`config.mk`:
```
export PLATFORM = sky130hd
export DESIGN_NAME = usb_rx_decoder
export DESIGN_NICKNAME = d
export VERILOG_FILES = /design/src/rtl/usb_rx_decoder.sv
export SDC_FILE = /design/constraint.sdc
export NUM_CORES = 1
export LEC_CHECK = 0
export CAP_MARGIN = 40
export CORE_MARGIN = 4
export CORE_UTILIZATION = 50
export DETAILED_ROUTE_END_ITERATION = 6
export PLACE_DENSITY = 0.76
export SYNTH_ARGS = -nofsm -noshare
export SYNTH_HDL_FRONTEND = slang
export SYNTH_SLANG_ARGS = --single-unit
export TNS_END_PERCENT = 30
```
`constraint.sdc`:
```
create_clock -name clk -period 5.7 [get_ports clk]
set_input_delay 1.14 -clock clk [delete_from_list [all_inputs] [get_ports clk]]
set_output_delay 1.14 -clock clk [all_outputs]
set_load 0.02 [all_outputs]
```
`src/rtl/usb_rx_decoder.sv`:
```
// USB full-speed receive front end: line sync, bit recovery, NRZI decode,
// bit unstuffing, SYNC check, LSB-first byte assembly, EOP and error flags.
// Ports: clk/rst (async, active-high); rx_d_plus/rx_d_minus raw line inputs;
//        rx_data + data_valid byte output; rx_active packet window;
//        eop_strobe / rx_error single-cycle status strobes.
// Latency: data_valid and eop_strobe assert the cycle after the deciding sample.
// Backpressure: none; the line cannot be stalled, so every output is a strobe.
`timescale 1ns/1ps
module usb_rx_decoder #(
  parameter int CLKS_PER_BIT = 8,
  parameter int SAMPLE_POINT = 3
) (
  input  logic       clk,
  input  logic       rst,
  input  logic       rx_d_plus,
  input  logic       rx_d_minus,
  output logic [7:0] rx_data,
  output logic       data_valid,
  output logic       rx_active,
  output logic       eop_strobe,
  output logic       rx_error
);

  localparam int TW = (CLKS_PER_BIT > 1) ? $clog2(CLKS_PER_BIT) : 1;

  typedef enum logic [2:0] {IDLE, SYNC, RECV, EOPW, ERRW} state_t;

  state_t        state;
  logic          dp_s1, dp_s2, dm_s1, dm_s2;
  logic          dp_d;
  logic [TW-1:0] timer;
  logic          prev_bit;
  logic [7:0]    shift;
  logic [2:0]    bit_cnt;
  logic [2:0]    ones_cnt;
  logic          se0_seen;

  logic       line_j, line_k, line_se0, line_jk;
  logic       dp_edge, sample, nrzi_bit;
  logic [7:0] shift_next;

  always_comb begin
    line_j     = dp_s2 & ~dm_s2;
    line_k     = ~dp_s2 & dm_s2;
    line_se0   = ~dp_s2 & ~dm_s2;
    line_jk    = line_j | line_k;
    dp_edge    = dp_s2 ^ dp_d;
    sample     = (timer == TW'(SAMPLE_POINT));
    nrzi_bit   = (dp_s2 == prev_bit);
    shift_next = {nrzi_bit, shift[7:1]};
  end

  always_ff @(posedge clk or posedge rst) begin
    if (rst) begin
      dp_s1      <= 1'b1;
      dp_s2      <= 1'b1;
      dm_s1      <= 1'b0;
      dm_s2      <= 1'b0;
      dp_d       <= 1'b1;
      timer      <= '0;
      prev_bit   <= 1'b1;
      shift      <= '0;
      bit_cnt    <= '0;
      ones_cnt   <= '0;
      se0_seen   <= 1'b0;
      state      <= IDLE;
      rx_data    <= '0;
      data_valid <= 1'b0;
      rx_active  <= 1'b0;
      eop_strobe <= 1'b0;
      rx_error   <= 1'b0;
    end else begin
      data_valid <= 1'b0;
      eop_strobe <= 1'b0;
      rx_error   <= 1'b0;

      dp_s1 <= rx_d_plus;
      dp_s2 <= dp_s1;
      dm_s1 <= rx_d_minus;
      dm_s2 <= dm_s1;
      dp_d  <= dp_s2;

      // Resync on D+ transitions; SE0 entry/exit edges are not data edges
      // except the SE0->J rise, which is seen here as a J-state edge.
      if (dp_edge && !line_se0)
        timer <= '0;
      else if (timer == TW'(CLKS_PER_BIT - 1))
        timer <= '0;
      else
        timer <= timer + TW'(1);

      case (state)
        IDLE: begin
          // Idle line is J; pin the NRZI reference so the first SYNC K decodes as 0
          // even if a sample lands on the very edge cycle.
          prev_bit <= 1'b1;
          if (dp_edge && line_k) begin
            state   <= SYNC;
            shift   <= '0;
            bit_cnt <= '0;
          end
        end

        SYNC: begin
          if (sample) begin
            if (line_jk) begin
              prev_bit <= dp_s2;
              shift    <= shift_next;
              bit_cnt  <= bit_cnt + 3'd1;
              if (bit_cnt == 3'd7) begin
                if (shift_next == 8'h80) begin
                  state     <= RECV;
                  rx_active <= 1'b1;
                  ones_cnt  <= 3'd1;  // SYNC's trailing 1 counts toward stuffing
                end else begin
                  rx_error <= 1'b1;
                  se0_seen <= 1'b0;
                  state    <= ERRW;
                end
              end
            end else begin
              rx_error <= 1'b1;
              se0_seen <= line_se0;
              state    <= ERRW;
            end
          end
        end

        RECV: begin
          if (sample) begin
            if (line_jk) begin
              prev_bit <= dp_s2;
              if (ones_cnt == 3'd6) begin
                if (nrzi_bit) begin
                  rx_error  <= 1'b1;
                  rx_active <= 1'b0;
                  se0_seen  <= 1'b0;
                  state     <= ERRW;
                end else begin
                  ones_cnt <= '0;
                end
              end else begin
                shift    <= shift_next;
                bit_cnt  <= bit_cnt + 3'd1;
                ones_cnt <= nrzi_bit ? ones_cnt + 3'd1 : 3'd0;
                if (bit_cnt == 3'd7) begin
                  rx_data    <= shift_next;
                  data_valid <= 1'b1;
                end
              end
            end else if (line_se0 && bit_cnt == 3'd0) begin
              state <= EOPW;
            end else begin
              // SE0 mid-byte or SE1
              rx_error  <= 1'b1;
              rx_active <= 1'b0;
              se0_seen  <= line_se0;
              state     <= ERRW;
            end
          end
        end

        EOPW: begin
          if (sample) begin
            if (line_j) begin
              prev_bit   <= 1'b1;
              eop_strobe <= 1'b1;
              rx_active  <= 1'b0;
              state      <= IDLE;
            end else if (!line_se0) begin
              rx_error  <= 1'b1;
              rx_active <= 1'b0;
              se0_seen  <= 1'b0;
              state     <= ERRW;
            end
          end
        end

        ERRW: begin
          rx_active <= 1'b0;
          if (sample) begin
            if (line_jk)
              prev_bit <= dp_s2;
            if (line_se0)
              se0_seen <= 1'b1;
            else if (line_j && se0_seen)
              state <= IDLE;
            else
              se0_seen <= 1'b0;
          end
        end

        default: state <= IDLE;
      endcase
    end
  end

endmodule
```
==> impl_metrics.csv <==
group,metric,value,unit
status,status,"finished clean",
worst_setup_path,cp.buffers_inverters,2,
yosys,synth.most_common_cell,"dfrtp_1",
timing,final_max_slew_viol_count,0,
min_path,hold_path.class,"reg2reg",
cts,path_clk_slew,0.07,ns
detailed_routing,drt-total-wl,3850,µm
power_and_ir_drop,finalPower,969,µW
final_layout,antenna_cells,0,
cts,worst_skew_pair.late_latency,0.29,ns
worst_setup_path,cp.required,5.88,ns
detailed_routing,drt_iter0_markers,186,
yosys,synthTopCellsByArea,"dfrtp_1 (41%), ha_1 (7.2%), nand2_1 (5.4%)",
floorplan,die_y,72.6,µm
grt,grt_start_max_net_pins,39,
final_layout,design_area,2370,µm²
timing,final-hold-violation-count,0,
timing,fin_setup_tns,0,ns
detailed_routing,drc,0,
yosys,synthesis.instances,202,
yosys,synth_nets,218,
yosys,ys_warn_count,0,
timing,hold_ws,0.360,ns
cts,ctsResizeCount,0,
timing,slew_headroom,0.572,
cts,numCtsBuffers,5,
grt,antenna_found_initial,0,
grt,overflow,0,
yosys,synthTopCellsByCount,"dfrtp_1 (34), nand2_1 (30), o21ai_0 (15)",
detailed_routing,ant_nets,0,
worst_setup_path,worst-setup-path-type,"reg2reg",
worst_setup_path,cp_max_fo,12,
detailed_routing,vias,1503,
final_layout,final_nets,235,
timing,fin_crit_sh,0.455,
grt,grt_pass1_wl,6690,µm
floorplan,ios,16,
final_layout,fill_cells,369,
worst_setup_path,cpPeakStageDelay,0.60,ns
power_and_ir_drop,peakVddDrop,0.245,mV
placed_design,port_buffers,15,
worst_setup_path,cp_top_family,"compound AO/OA/AOI/OAI gates",
final_layout,drive_above_1_share,0.159,
grt,globalRouteTotalUtil,0.164,
cts,clockRootBuffer,"clkbuf_8",
yosys,synth-edff-count,0,
worst_setup_path,startpoint_type,"flop",
floorplan,initial_utilization,0.518,
run,max-cap-violations,0,
cts,hold_buffers,0,
placed_design,routabilityCongestion,0.927,
timing,finalSetupViolCount,0,
yosys,yosysTopAreaCell,"dfrtp_1",
floorplan,die_x,72.6,µm
worst_setup_path,cp.arrival,2.77,ns
final_layout,final_util,0.587,
cts,clockBufferDepth,2,
yosys,synth_top_cell_area_share,0.408,
timing,finalCriticalPeriod,2.59,ns
yosys,ys_ff_latch,38,
yosys,avgSynthCellArea,10.3,µm²
yosys,synth-async-reset-ratio,1.00,
power_and_ir_drop,p_leak,0.00104,µW
timing,fmaxAchievable,386,MHz
yosys,netlist_area,2090,µm²
timing,rsz0062_at_grt,"false",
floorplan,num_rows,23,
worst_setup_path,critical-path-slowest-cell,"dfstp_2",
worst_setup_path,endpoint_kind,"flop",
detailed_routing,vias_per_cell,5.57,
timing,worst_pin_slew,0.642,ns
cts,clock_sinks,38,
placed_design,dp_hpwl,2780,µm
worst_setup_path,crit_chain,"inv_1, ha_1, and2_1, and3_1, o211ai_1, buf_4, nor3_1, a21o_1",
floorplan,coreArea,4030,µm²
yosys,ys_types,47,
yosys,synth_ff_type,"dfrtp_1",
placed_design,placed_area,2270,µm²
yosys,ys_seq_area_frac,0.458,
timing,fin_skew,0.00816,ns
final_layout,area_growth,13.4,%
cts,cts_tree,"built",
grt,grt_pass1_vias,1456,
floorplan,die_area,5270,µm²
power_and_ir_drop,p_per_area,409,nW/µm²
cts,cts-htree-levels,2,
detailed_routing,dr.pass1.iters,4,
detailed_routing,wl_per_cell,14.3,µm
cts,cts_setup_buffers,0,
cells by family after synthesis:
| group | Yosys count | share of synthesized area |
|---|---|---|
| multiplexers | 13 | 0.0695 |
| XOR/XNOR | 5 | 0.0210 |
| buffers and inverters | 20 | 0.0426 |
| AND/OR/NAND/NOR | 74 | 0.203 |
| AO/OA/AOI/OAI | 40 | 0.134 |
| flip-flops | 38 | 0.458 |
| adder cells (fa/ha/maj) | 12 | 0.0719 |
worst paths after layout:
kind                            startpoint                endpoint  slack [ns]  cells past startpoint
min                        dp_s1$_DFF_PP1_         dp_s2$_DFF_PP1_        0.36                      0
min reg2reg                dp_s1$_DFF_PP1_         dp_s2$_DFF_PP1_        0.36                      0
min in group asynchronous              rst      timer[0]$_DFF_PP0_        1.26                      3
max in group asynchronous              rst         dp_s1$_DFF_PP1_        4.09                      3
max reg2reg                dp_s2$_DFF_PP1_  bit_cnt[0]$_DFFE_PP0P_        3.11                      8
max                        dp_s2$_DFF_PP1_  bit_cnt[0]$_DFFE_PP0P_        3.11                      8
placed cells by master, fill, tap and decap left out, types with 4 or more instances in the layout:
cell type,instances
a21oi_1,6
mux2_2,8
nand2_1,30
ha_1,12
o21ai_0,15
clkbuf_8,6
mux2i_1,4
nor2b_1,6
dfrtp_1,34
nor3_1,7
clkdlybuf4s50_1,15
nor2_1,7
dfstp_2,4
inv_1,13
registers in the layout, summed over array words and instances (netlist names):
register,flops
rx_data,8
shift,7
bit_cnt,3
ones_cnt,3
state,3
timer,3
data_valid,1
dm_s1,1
dm_s2,1
dp_d,1
dp_s1,1
dp_s2,1
eop_strobe,1
prev_bit,1
rx_active,1
rx_error,1
se0_seen,1
per-layer routing:
metal,share of wire,GRT usage
met5,0,0
met3,0.043,0.0468
met4,0.020,0.0553
met1,0.49,0.232
met2,0.45,0.241
stage by stage:
stage          setup slack [ns]  instances
4_1_cts                    3.10        270
6_report                   3.11        270
2_1_floorplan              3.49        202
5_1_grt                    2.89        270
3_3_place_gp               2.94        261
3_5_place_dp               3.12        262
layout make-up:
type                            count  area (µm²)  area share
Sequential cell                    38         956       0.404
Timing Repair Buffer               17         165      0.0698
Tap cell                           50        62.6      0.0264
Clock inverter                      1        5.00     0.00212
Inverter                           13        48.8      0.0206
Multi-Input combinational cell    144        1040       0.441
Clock buffer                        7        86.3      0.0365
power breakdown:
part | internal [µW] | switching [µW]
clock | 97.5 | 89.9
combinational | 170 | 221
sequential | 316 | 75.1
total | 583 | 386
(Power assumes the default switching activity.)
